**src/rtl/accum_drain_pkg.sv**
```systemverilog
// ----------------------------------------------------------------------------
// accum_drain_pkg
//   Shared parameters, state type and the lane shift/saturate helper used by
//   the accumulation drain paths.
//   Contents:
//     BATCH, RES_W     : lanes per accum_buf entry and accumulator lane width
//     DATA_W_DEF       : signed output lane width after saturation
//     DEPTH_DEF etc.   : default drain-engine geometry
//     drain_state_t    : drain FSM states
//     sat_shift()      : arithmetic right shift then saturate RES_W -> DATA_W
// ----------------------------------------------------------------------------
package accum_drain_pkg;

  localparam int BATCH      = 4;
  localparam int RES_W      = 32;
  localparam int DATA_W_DEF = 16;

  localparam int DEPTH_DEF  = 256;
  localparam int RD_LAT_DEF = 2;
  localparam int FIFO_D_DEF = 4;
  localparam int SHIFT_W    = 5;

  typedef enum logic [1:0] {
    IDLE,
    READ,
    FLUSH,
    DONE
  } drain_state_t;

  // Saturation limits expressed at accumulator width so the compare is exact.
  localparam logic signed [RES_W-1:0] SAT_MAX =
    {{(RES_W-DATA_W_DEF+1){1'b0}}, {(DATA_W_DEF-1){1'b1}}};
  localparam logic signed [RES_W-1:0] SAT_MIN =
    {{(RES_W-DATA_W_DEF+1){1'b1}}, {(DATA_W_DEF-1){1'b0}}};

  // Floor division by 2^sh (arithmetic shift), then clamp to the signed
  // DATA_W_DEF range.
  function automatic logic signed [DATA_W_DEF-1:0] sat_shift(
    input logic signed [RES_W-1:0] x,
    input logic [SHIFT_W-1:0]      sh
  );
    logic signed [RES_W-1:0] y;
    y = x >>> sh;
    if (y > SAT_MAX) begin
      return SAT_MAX[DATA_W_DEF-1:0];
    end else if (y < SAT_MIN) begin
      return SAT_MIN[DATA_W_DEF-1:0];
    end
    return y[DATA_W_DEF-1:0];
  endfunction

endpackage

```
**src/rtl/accum_drain_if.sv**
```systemverilog
// ----------------------------------------------------------------------------
// accum_drain_if
//   Bus bundle of the drain engine: the accum_buf read port and the outgoing
//   valid/ready beat stream.
//   Signals:
//     rd_addr   : read address toward accum_buf
//     rd_data   : BATCH signed RES_W lanes returned by accum_buf
//     out_valid : beat valid
//     out_ready : downstream accept
//     out_data  : BATCH saturated DATA_W lanes, lane i at [i*DATA_W +: DATA_W]
//     out_last  : marks the final beat of a drain
//   Modports: master = drain engine, slave = buffer/downstream side.
// ----------------------------------------------------------------------------
interface accum_drain_if
  import accum_drain_pkg::*;
#(
  parameter int ADDR_W = 8
) ();

  logic [ADDR_W-1:0]           rd_addr;
  logic [BATCH*RES_W-1:0]      rd_data;
  logic                        out_valid;
  logic                        out_ready;
  logic [BATCH*DATA_W_DEF-1:0] out_data;
  logic                        out_last;

  modport master (
    output rd_addr,
    input  rd_data,
    output out_valid,
    output out_data,
    output out_last,
    input  out_ready
  );

  modport slave (
    input  rd_addr,
    output rd_data,
    input  out_valid,
    input  out_data,
    input  out_last,
    output out_ready
  );

endinterface

```
**src/rtl/accum_drain_fifo.sv**
```systemverilog
// ----------------------------------------------------------------------------
// accum_drain_fifo
//   Small synchronous show-ahead FIFO used as the output skid buffer of the
//   drain engine. The head entry is always visible on pop_data.
//   Ports:
//     clk, rst   : clock, synchronous active-high reset (clears contents)
//     push       : write push_data (accepted when not full, or full + pop)
//     push_data  : entry to store
//     pop        : consume the head entry (ignored when empty)
//     pop_data   : current head entry
//     empty      : no entries stored
//     count      : number of stored entries, 0..DEPTH
// ----------------------------------------------------------------------------
module accum_drain_fifo #(
  parameter  int WIDTH = 65,
  parameter  int DEPTH = 4,
  localparam int PTR_W = (DEPTH > 1) ? $clog2(DEPTH) : 1,
  localparam int CNT_W = $clog2(DEPTH + 1)
) (
  input  logic             clk,
  input  logic             rst,
  input  logic             push,
  input  logic [WIDTH-1:0] push_data,
  input  logic             pop,
  output logic [WIDTH-1:0] pop_data,
  output logic             empty,
  output logic [CNT_W-1:0] count
);

  logic [WIDTH-1:0] mem_q [DEPTH];
  logic [PTR_W-1:0] wr_ptr_q, wr_ptr_d;
  logic [PTR_W-1:0] rd_ptr_q, rd_ptr_d;
  logic [CNT_W-1:0] cnt_q, cnt_d;
  logic             full;
  logic             do_push;
  logic             do_pop;

  function automatic logic [PTR_W-1:0] bump(input logic [PTR_W-1:0] p);
    return (p == PTR_W'(DEPTH - 1)) ? '0 : p + PTR_W'(1);
  endfunction

  assign empty    = (cnt_q == '0);
  assign full     = (cnt_q == CNT_W'(DEPTH));
  assign count    = cnt_q;
  assign pop_data = mem_q[rd_ptr_q];

  // A push into a full FIFO is accepted only when the head leaves this cycle.
  assign do_push = push && (!full || pop);
  assign do_pop  = pop && !empty;

  always_comb begin
    wr_ptr_d = wr_ptr_q;
    rd_ptr_d = rd_ptr_q;
    cnt_d    = cnt_q;
    if (do_push) begin
      wr_ptr_d = bump(wr_ptr_q);
    end
    if (do_pop) begin
      rd_ptr_d = bump(rd_ptr_q);
    end
    case ({do_push, do_pop})
      2'b10:   cnt_d = cnt_q + CNT_W'(1);
      2'b01:   cnt_d = cnt_q - CNT_W'(1);
      default: cnt_d = cnt_q;
    endcase
  end

  always_ff @(posedge clk) begin
    if (rst) begin
      for (int i = 0; i < DEPTH; i++) begin
        mem_q[i] <= '0;
      end
      wr_ptr_q <= '0;
      rd_ptr_q <= '0;
      cnt_q    <= '0;
    end else begin
      if (do_push) begin
        mem_q[wr_ptr_q] <= push_data;
      end
      wr_ptr_q <= wr_ptr_d;
      rd_ptr_q <= rd_ptr_d;
      cnt_q    <= cnt_d;
    end
  end

endmodule

```
**src/rtl/accum_drain.sv**
```systemverilog
// ----------------------------------------------------------------------------
// accum_drain
//   Read-side drain engine for accum_buf. On start it sweeps addresses
//   0..len-1, tags the returning read data, shifts/saturates each lane and
//   streams the results over valid/ready. Reads are only issued while the
//   skid FIFO has room for every read still in flight, so back-pressure never
//   loses or duplicates an entry.
//   Ports:
//     clk, rst  : clock, synchronous active-high reset (aborts a drain)
//     start     : one-cycle pulse, begins a drain (ignored unless idle)
//     len       : entries to drain, 0..DEPTH, sampled on start
//     shift     : arithmetic right shift per lane, sampled on start
//     busy      : drain in progress (READ/FLUSH)
//     done      : one-cycle pulse when the drain completes
//     bus       : accum_buf read port + output beat stream (master side)
// ----------------------------------------------------------------------------
module accum_drain
  import accum_drain_pkg::*;
#(
  parameter int DEPTH  = DEPTH_DEF,
  parameter int ADDR_W = $clog2(DEPTH),
  parameter int RD_LAT = RD_LAT_DEF,
  parameter int FIFO_D = FIFO_D_DEF
) (
  input  logic               clk,
  input  logic               rst,
  input  logic               start,
  input  logic [ADDR_W:0]    len,
  input  logic [SHIFT_W-1:0] shift,
  output logic               busy,
  output logic               done,
  accum_drain_if.master      bus
);

  localparam int DATA_W  = DATA_W_DEF;
  localparam int ENTRY_W = BATCH * DATA_W + 1;
  localparam int FCNT_W  = $clog2(FIFO_D + 1);
  localparam int CRED_W  = $clog2(FIFO_D + RD_LAT + 1) + 1;

  drain_state_t       state_q, state_d;
  logic [ADDR_W:0]    len_q, len_d;
  logic [SHIFT_W-1:0] shift_q, shift_d;
  logic [ADDR_W:0]    issue_cnt_q, issue_cnt_d;
  logic [ADDR_W-1:0]  rd_addr_q, rd_addr_d;
  // tag_q[k] marks a read issued k+1 cycles ago; last_q rides alongside it.
  logic [RD_LAT-1:0]  tag_q, tag_d;
  logic [RD_LAT-1:0]  last_q, last_d;

  logic [CRED_W-1:0]       in_flight;
  logic                    credit_ok;
  logic                    issue;
  logic                    issue_last;
  logic                    flush_ok;
  logic                    push;
  logic                    pop;
  logic [BATCH*DATA_W-1:0] lanes;
  logic [ENTRY_W-1:0]      fifo_out;
  logic                    fifo_empty;
  logic [FCNT_W-1:0]       fifo_cnt;

  always_comb begin
    in_flight = '0;
    for (int i = 0; i < RD_LAT; i++) begin
      in_flight = in_flight + CRED_W'(tag_q[i]);
    end
  end

  // Every outstanding read must already own a FIFO slot when it lands.
  assign credit_ok  = (in_flight + CRED_W'(fifo_cnt)) < CRED_W'(FIFO_D);
  assign issue_last = (issue_cnt_q == len_q - (ADDR_W+1)'(1));
  assign pop        = bus.out_valid && bus.out_ready;

  // Exit FLUSH in the same cycle the final beat is accepted; with nothing in
  // flight no push can race the last pop.
  assign flush_ok = (in_flight == '0) &&
                    ((fifo_cnt == '0) || ((fifo_cnt == FCNT_W'(1)) && pop));

  always_comb begin
    state_d     = state_q;
    len_d       = len_q;
    shift_d     = shift_q;
    issue_cnt_d = issue_cnt_q;
    rd_addr_d   = rd_addr_q;
    issue       = 1'b0;
    busy        = 1'b0;
    done        = 1'b0;

    case (state_q)
      IDLE: begin
        if (start) begin
          if (len == '0) begin
            state_d = DONE;
          end else begin
            len_d       = len;
            shift_d     = shift;
            issue_cnt_d = '0;
            state_d     = READ;
          end
        end
      end
      READ: begin
        busy = 1'b1;
        if (credit_ok) begin
          issue       = 1'b1;
          rd_addr_d   = issue_cnt_q[ADDR_W-1:0];
          issue_cnt_d = issue_cnt_q + (ADDR_W+1)'(1);
          if (issue_last) begin
            state_d = FLUSH;
          end
        end
      end
      FLUSH: begin
        busy = 1'b1;
        if (flush_ok) begin
          state_d = DONE;
        end
      end
      DONE: begin
        done    = 1'b1;
        state_d = IDLE;
      end
      default: state_d = IDLE;
    endcase

    tag_d     = '0;
    last_d    = '0;
    tag_d[0]  = issue;
    last_d[0] = issue && issue_last;
    for (int i = 1; i < RD_LAT; i++) begin
      tag_d[i]  = tag_q[i-1];
      last_d[i] = last_q[i-1];
    end
  end

  always_ff @(posedge clk) begin
    if (rst) begin
      state_q     <= IDLE;
      len_q       <= '0;
      shift_q     <= '0;
      issue_cnt_q <= '0;
      rd_addr_q   <= '0;
      tag_q       <= '0;
      last_q      <= '0;
    end else begin
      state_q     <= state_d;
      len_q       <= len_d;
      shift_q     <= shift_d;
      issue_cnt_q <= issue_cnt_d;
      rd_addr_q   <= rd_addr_d;
      tag_q       <= tag_d;
      last_q      <= last_d;
    end
  end

  // Returning data is converted and pushed in the cycle its tag matures.
  assign push = tag_q[RD_LAT-1];

  for (genvar gi = 0; gi < BATCH; gi++) begin : g_lane
    assign lanes[gi*DATA_W +: DATA_W] =
      sat_shift(bus.rd_data[gi*RES_W +: RES_W], shift_q);
  end

  accum_drain_fifo #(
    .WIDTH (ENTRY_W),
    .DEPTH (FIFO_D)
  ) u_fifo (
    .clk       (clk),
    .rst       (rst),
    .push      (push),
    .push_data ({last_q[RD_LAT-1], lanes}),
    .pop       (pop),
    .pop_data  (fifo_out),
    .empty     (fifo_empty),
    .count     (fifo_cnt)
  );

  assign bus.rd_addr   = rd_addr_q;
  assign bus.out_valid = !fifo_empty;
  assign bus.out_data  = fifo_out[BATCH*DATA_W-1:0];
  assign bus.out_last  = fifo_out[ENTRY_W-1];

endmodule
```
**src/flat_wrapper.sv**
```systemverilog
// flat-port wrapper written by rule: the top's interface ports become plain ports
module accum_drain_flat import accum_drain_pkg::*;
#(
  parameter int DEPTH  = DEPTH_DEF,
  parameter int ADDR_W = $clog2(DEPTH),
  parameter int RD_LAT = RD_LAT_DEF,
  parameter int FIFO_D = FIFO_D_DEF
)
  (clk, rst, start, len, shift, busy, done, bus_rd_addr, bus_rd_data, bus_out_valid, bus_out_data, bus_out_last, bus_out_ready);
  accum_drain_if #(.ADDR_W(ADDR_W)) bus_i ();
  input  logic clk;
  input  logic rst;
  input  logic start;
  input  logic [ADDR_W:0] len;
  input  logic [SHIFT_W-1:0] shift;
  output logic busy;
  output logic done;
  output wire logic [$bits(bus_i.rd_addr)-1:0] bus_rd_addr;
  input wire logic [$bits(bus_i.rd_data)-1:0] bus_rd_data;
  output wire logic [$bits(bus_i.out_valid)-1:0] bus_out_valid;
  output wire logic [$bits(bus_i.out_data)-1:0] bus_out_data;
  output wire logic [$bits(bus_i.out_last)-1:0] bus_out_last;
  input wire logic [$bits(bus_i.out_ready)-1:0] bus_out_ready;
  assign bus_rd_addr = bus_i.rd_addr;
  assign bus_i.rd_data = bus_rd_data;
  assign bus_out_valid = bus_i.out_valid;
  assign bus_out_data = bus_i.out_data;
  assign bus_out_last = bus_i.out_last;
  assign bus_i.out_ready = bus_out_ready;
  accum_drain #(.DEPTH(DEPTH), .ADDR_W(ADDR_W), .RD_LAT(RD_LAT), .FIFO_D(FIFO_D)) u_core (.clk(clk), .rst(rst), .start(start), .len(len), .shift(shift), .busy(busy), .done(done), .bus(bus_i));
endmodule
```
**config.mk**
```make
export PLATFORM = sky130hd
export DESIGN_NAME = accum_drain_flat
export DESIGN_NICKNAME = d
export VERILOG_FILES = /design/src/rtl/accum_drain_pkg.sv /design/src/rtl/accum_drain_if.sv /design/src/rtl/accum_drain_fifo.sv /design/src/rtl/accum_drain.sv /design/src/flat_wrapper.sv
export SDC_FILE = /design/constraint.sdc
export NUM_CORES = 1
export LEC_CHECK = 0
export CORE_UTILIZATION = 53
export DETAILED_ROUTE_END_ITERATION = 16
export PLACE_DENSITY = 0.76
export SETUP_SLACK_MARGIN = 0.1
export SLEW_MARGIN = 15
export SYNTH_ARGS = -nofsm -noshare
export SYNTH_HDL_FRONTEND = slang
export SYNTH_HIERARCHICAL = 1
export SYNTH_SLANG_ARGS = --single-unit
```
**constraint.sdc**
```tcl
create_clock -name clk -period 3.7 [get_ports clk]
set_clock_uncertainty 0.1 [all_clocks]
set_input_delay 0.74 -clock clk [delete_from_list [all_inputs] [get_ports clk]]
set_output_delay 0.74 -clock clk [all_outputs]
set_load 0.01 [all_outputs]
```
==> flow_summary.json, run 1 <==
{
  "multi_input_area_um2": 12600,
  "initial_core_util_pct": 54.3,
  "outcome": "completed",
  "hpwl_mm": 48.4,
  "cp_data_arrival_time_ns": 3.83,
  "drtPass1Iterations": 5,
  "slew-limit-headroom_pct": 43.3,
  "ys_warn_count": 6,
  "stdcell_area_um2": 27300,
  "synth_seq_cells": 306,
  "antenna_found_initial": 6,
  "tightestPinTransition_ns": 0.848,
  "synth.area.top_cells": "edfxtp_1 35%, mux4_2 16%, and2_1 7.5%, mux2i_1 5.6%, dfxtp_1 4.1%",
  "cp-startpoint": "bus_rd_data[126]",
  "ys_types": 101,
  "viasPerCell": 6.33,
  "regArea_um2": 8750,
  "fmax_ghz": 0.285,
  "rsz0062_at_grt": "no",
  "hp-class": "reg -> reg",
  "grt_pass1_wl_mm": 103,
  "io_pins": 222,
  "drtIter0Drc": 2098,
  "synthArstFlopShare_pct": 0,
  "p_per_area_nw_per_um2": 460,
  "syn_to_final_growth_pct": 22.0,
  "hold_violations": 0,
  "ys.flop_type": "edfxtp_1",
  "vias": 18200,
  "place_area_um2": 26200,
  "nFillCells": 3096,
  "critPathRequiredTime_ns": 4.02,
  "synth_edf_count": 260,
  "drive_gt1_share_pct": 24.3,
  "wl_per_cell_um": 23.6,
  "grt_usage_pct": 30.8,
  "drtAntennaViolNets": 0,
  "drc_errors": 0,
  "path_class": "in -> reg",
  "syn_area_um2": 22400,
  "fp.dieArea_um2": 43000,
  "crit_path_max_fanout": 4,
  "p_leak_nw": 10.0,
  "io_buffers": 221,
  "avgSynthCellArea_um2": 11.1,
  "coreArea_um2": 41200,
  "reg2regPathDepth": 11,
  "clk_latency_ns": 0.56,
  "syn_nets": 2173,
  "hold_start": "u_core/bus.rd_addr[6]",
  "grt_pass1_vias": 17300,
  "cts-root-buf": "clkbuf_16",
  "cts_hold_buf": 0,
  "cts_tree": "yes",
  "maxCapViolCount": 0,
  "r2r_start": "u_core/shift_q[1]",
  "hold_depth": 2,
  "synth.top_cell.area_share_pct": 34.9,
  "post-synth-top-count-cell": "and2_1",
  "cts_buffers": 30,
  "cp-end-kind": "flop",
  "place_congestion": 0.960,
  "finalCriticalPeriod_ns": 3.51,
  "setup_violations": 0,
  "path_clk_slew_ns": 0.06,
  "die_h_um": 207,
  "grt-ovfl-total": 0,
  "drv_slew": 0,
  "vdd_ir_drop_max_v": 0.000400,
  "synthTopCellsByCount": "268 x and2_1, 260 x edfxtp_1, 194 x nand2_1",
  "critPathLaunchType": "primary input",
  "clockBufferDepth": 3,
  "grt_max_degree": 66,
  "rows": 74,
  "utilization_pct": 66.2,
  "cts_sinks": 306,
  "yosysTopAreaCell": "edfxtp_1",
  "synth_seq_area_share_pct": 39.0,
  "htreeDepth": 1,
  "drt_wl_total_mm": 67.9,
  "die_x_um": 207,
  "fin_nets": 2484,
  "fin_crit_sh_pct": 94.9,
  "synthCells": 2014
}
[worst max-delay path, stage by stage]
cell and delay (ns):
clkdlybuf4s50_1 0.50, mux2i_1 0.11, mux4_2 0.52, or4_1 0.49, or4_4 0.44, o31ai_4 0.37
buf_4 0.19, nand2_1 0.05, a22oi_1 0.23, and2_1 0.20
[layout by cell type, fill, tap and decap left out, drive strengths merged, types with 6 or more instances in the layout]
master           n
a22oi           16
nor3            18
clkinv          10
and2           268
o21a             9
o31ai           12
o211ai          35
a21o             9
mux2            67
nor2b           11
mux4           161
or3              8
nor4            10
mux2i          126
a211o            6
clkdlybuf4s50  221
nand4           10
inv             24
xor2            10
nand2          194
nand2b          20
or2              9
nand3           29
dfxtp           46
a211oi          21
o22ai           14
o311ai          10
a32oi            6
nor2           117
o21ai           95
a21oi           94
o221ai           7
ha              12
edfxtp         260
buf            237
clkbuf          41
a31oi           15
[timing repair]
action,in CTS,in global routing
buffers inserted,0,9
endpoints found under the hold margin,0,0
gates resized for setup,7,8
pin swaps,0,2
endpoints found under the setup margin,36,180
[logic make-up after synthesis]
| kind of cell | after synthesis | share of synthesized area (%) |
|---|---|---|
| AOI/OAI and AO/OA | 400 | 12.1 |
| DFF | 306 | 39.0 |
| buffers and inverters | 205 | 5.20 |
| and+or+nand+nor | 721 | 17.0 |
| xor gates and xnor gates | 15 | 0.588 |
| adders and majority gates | 13 | 0.761 |
| muxes | 354 | 25.3 |
[state kept, by name, summed over array words and instances (netlist names), named ones only]
name / cells
u_core/shift_q: 5
u_core/u_fifo/mem_q: 260
u_core/bus.rd_addr: 8
u_core/last_q: 2
u_core/issue_cnt_q: 9
u_core/len_q: 9
u_core/u_fifo/count: 3
u_core/tag_q: 2
u_core/u_fifo/rd_ptr_q: 2
u_core/u_fifo/wr_ptr_q: 2
u_core/state_q: 2
[worst paths after layout]
check             slack [ns]                         end
hold reg to reg         0.36       u_core/bus.rd_addr[6]
hold / removal          0.36       u_core/bus.rd_addr[6]
setup / recovery        0.19  u_core/u_fifo/mem_q[3][51]
setup reg to reg        0.24  u_core/u_fifo/mem_q[3][51]
[layout make-up]
cell class | instances | share of cell area (%)
clock buffers | 40 | 2.97
clock inverters | 12 | 0.390
inverters | 25 | 0.349
repair buffers | 459 | 15.5
diodes | 5 | 0.0459
flip-flops and latches | 306 | 32.1
well taps | 532 | 2.44
multi-input cells | 1503 | 46.2
[metrics by stage]
step                      TNS [ns]  hold slack [ns]  worst slack (ns)  total power, mW  instances
final                            0            0.359             0.187             12.5       2882
after floorplan                  0            0.314             0.191             7.52       2014
after CTS                        0            0.357           0.00953             12.4       2868
after global placement      -25.80            0.351            -0.291             9.42       2816
after global routing             0            0.379             0.137             13.1       2882
after detailed placement    -39.70            0.349            -0.358             9.50       2816
[layer usage]
metal	share of wire, %	track usage (%)	vias to the layer above
met1	45	47.9	8913
met2	44	44.5	984
met5	0	0	-
met4	1.8	6.92	0
li1	-	-	8265
met3	9.5	5.48	70
[power by group]
| part | internal (mW) | leakage (nW) | switching, mW |
|---|---|---|---|
| Sequential | 3.95 | 3.06 | 0.145 |
| Combinational | 2.47 | 6.51 | 3.12 |
| Clock | 1.66 | 0.443 | 1.21 |
(Power assumes the default switching activity.)
==> inputs of run 2 (changes only) <==
--- a/config.mk
+++ b/config.mk
@@ -5,6 +5,7 @@
 export SDC_FILE = /design/constraint.sdc
 export NUM_CORES = 1
 export LEC_CHECK = 0
+export CORE_ASPECT_RATIO = 0.75
 export CORE_UTILIZATION = 53
 export DETAILED_ROUTE_END_ITERATION = 16
 export PLACE_DENSITY = 0.76
==> run 2 against run 1 <==
Net effect:
- critical path depth unchanged
- largest cell class unchanged
- cell area increased by 1.1%
- highest routed layer is now met5
- final cell count increased by 2.0%
- first-iteration DRC count is 19% higher
- critical path type unchanged
- critical endpoint is now u_core/u_fifo/mem_q[0][60]
- die area about the same
- sequential share of layout area shrank 0.34 points
==> flow_summary.json, run 2 (synthesis results as in run 1) <==
{
  "hold_start": "u_core/bus.rd_addr[6]",
  "p_leak_nw": 10.2,
  "htreeDepth": 1,
  "finalCriticalPeriod_ns": 3.49,
  "hpwl_mm": 50.4,
  "path_class": "in -> reg",
  "utilization_pct": 67.0,
  "syn_to_final_growth_pct": 23.3,
  "rows": 64,
  "fp.dieArea_um2": 43000,
  "rr_endpoint": "u_core/u_fifo/mem_q[2][24]",
  "cp_data_arrival_time_ns": 3.83,
  "vias": 18600,
  "cts_hold_buf": 0,
  "grt_usage_pct": 32.2,
  "internal-power_mw": 8.33,
  "regArea_um2": 8750,
  "fin_nets": 2512,
  "drive_gt1_share_pct": 25.6,
  "path_clk_slew_ns": 0.06,
  "maxCapViolCount": 0,
  "grt_pass1_wl_mm": 106,
  "cts_buffers": 31,
  "hold_depth": 2,
  "vdd_ir_drop_max_v": 0.000374,
  "grt_max_degree": 66,
  "viasPerCell": 6.31,
  "outcome": "completed",
  "critPathLaunchType": "primary input",
  "pwr-share-clk_pct": 24.0,
  "cts_sinks": 306,
  "top_register": "u_core/u_fifo/mem_q",
  "cp-end-kind": "flop",
  "cts_tree": "yes",
  "final_cell_mix": "268 x and2_1, 260 x edfxtp_1, 244 x buf_4, 220 x clkdlybuf4s50_1, 193 x nand2_1",
  "place_congestion": 1.01,
  "fmax_ghz": 0.287,
  "io_pins": 222,
  "largest_reg_flops": 260,
  "hp-class": "reg -> reg",
  "drtIter0Drc": 2502,
  "antenna_cells": 0,
  "seqPwrFrac_pct": 31.0,
  "io_buffers": 221,
  "wl_per_cell_um": 24.0,
  "reg2reg_slack_ns": 0.24,
  "clk_latency_ns": 0.59,
  "reg2regPathDepth": 12,
  "r2r_start": "u_core/shift_q[2]",
  "hold_violations": 0,
  "rsz0062_at_grt": "no",
  "die_h_um": 180,
  "layout_commonest_cell": "and2_1",
  "multi_input_area_um2": 12500,
  "tightestPinTransition_ns": 0.762,
  "drv_slew": 0,
  "drtPass1Iterations": 9,
  "crit_path_max_fanout": 4,
  "p_sw_share_pct": 36.9,
  "grt_pass1_vias": 17400,
  "p_switching_mw": 4.87,
  "power_mw": 13.2,
  "hold_path_end": "u_core/bus.rd_addr[6]",
  "clockBufferDepth": 3,
  "setup_violations": 0,
  "coreArea_um2": 41200,
  "initial_core_util_pct": 54.3,
  "die_x_um": 239,
  "cts-root-buf": "clkbuf_16",
  "drtAntennaViolNets": 0,
  "fin_crit_sh_pct": 94.2,
  "drc_errors": 0,
  "critPathRequiredTime_ns": 4.04,
  "grt-ovfl-total": 0,
  "reg_top3": "u_core/u_fifo/mem_q: 260 flops, u_core/issue_cnt_q: 9 flops, u_core/len_q: 9 flops",
  "antenna_found_initial": 2,
  "slew-limit-headroom_pct": 48.9,
  "combPwrFrac_pct": 45.0,
  "drt_wl_total_mm": 70.5,
  "nFillCells": 3191,
  "p_per_area_nw_per_um2": 479
}
## run 2: cell types whose count changed in the layout (fill, tap and decap cells not counted), moves of 2 or more
cell       previous run  this run
buf_4               217       244
buf_6                 2         0
buf_8                 0         2
clkbuf_1              9         1
clkbuf_8              1         3
clkinv_2              3        11
diode_2               5         0
o2bb2ai_1             2         4
o2bb2ai_2             2         0
o311ai_1              2         8
o311ai_2              7         2
## run 2: worst max path at each step
stage | from | to | slack, ns | cells after the start
detailed placement | bus_rd_data[126] | u_core/u_fifo/mem_q[0][60] | -0.36 | 10
floorplan | bus_out_ready | u_core/u_fifo/mem_q[0][0] | 0.19 | 5
CTS | u_core/shift_q[1] | u_core/u_fifo/mem_q[3][8] | 0.14 | 12
global route | bus_rd_data[93] | u_core/u_fifo/mem_q[1][32] | 0.10 | 10
global placement | bus_rd_data[60] | u_core/u_fifo/mem_q[1][23] | -0.28 | 11
finish | bus_rd_data[126] | u_core/u_fifo/mem_q[0][60] | 0.21 | 10
## run 2: final cells by class
cell class | count | area share, %
multi-input combinational | 1503 | 45.5
sequential | 306 | 31.7
timing repair buffer | 486 | 16.1
clock buffer | 35 | 2.98
tap | 561 | 2.55
inverter | 25 | 0.345
clock inverter | 23 | 0.781
## run 2: what timing repair did
action,4_1_cts,5_1_grt
buffers inserted,1,8
cloned,0,0
setup endpoints to repair,4,200
pin swaps,0,0
gates resized for setup,0,9
## run 2: per-stage QoR
step	cells	hold WS [ns]	TNS (ns)	setup slack [ns]	instance area [um2]
finish	2939	0.357	0	0.215	27600
global route	2939	0.385	0	0.102	27600
CTS	2931	0.356	0	0.139	27400
detailed placement	2872	0.348	-47.25	-0.359	26400
global placement	2872	0.346	-38.72	-0.285	26400
floorplan	2014	0.314	0	0.191	22400
## run 2: per-layer routing
layer	part of all wire (%)	track usage, %	up-vias
met1	43	49.3	9122
met2	42	44.8	1030
li1	-	-	8342
met3	13	11.4	62
met5	0.018	0	-
met4	0.95	3.95	2
## run 2: critical path: stages
cell,delay [ns]
clkdlybuf4s50_1,0.50
mux2i_1,0.11
mux4_2,0.50
or4_1,0.50
or4_4,0.44
o31ai_4,0.35
nor2_2,0.07
o31ai_1,0.30
buf_4,0.17
and2_1,0.13
## run 2: power by group through the flow
stage,combinational [mW],clock (mW),sequential (mW)
6_report,5.94,3.17,4.09
5_1_grt,6.28,3.32,4.11
4_1_cts,5.66,3.20,4.11
3_5_place_dp,5.61,0,4.19
3_3_place_gp,5.56,0,4.18
2_1_floorplan,3.43,0,4.08
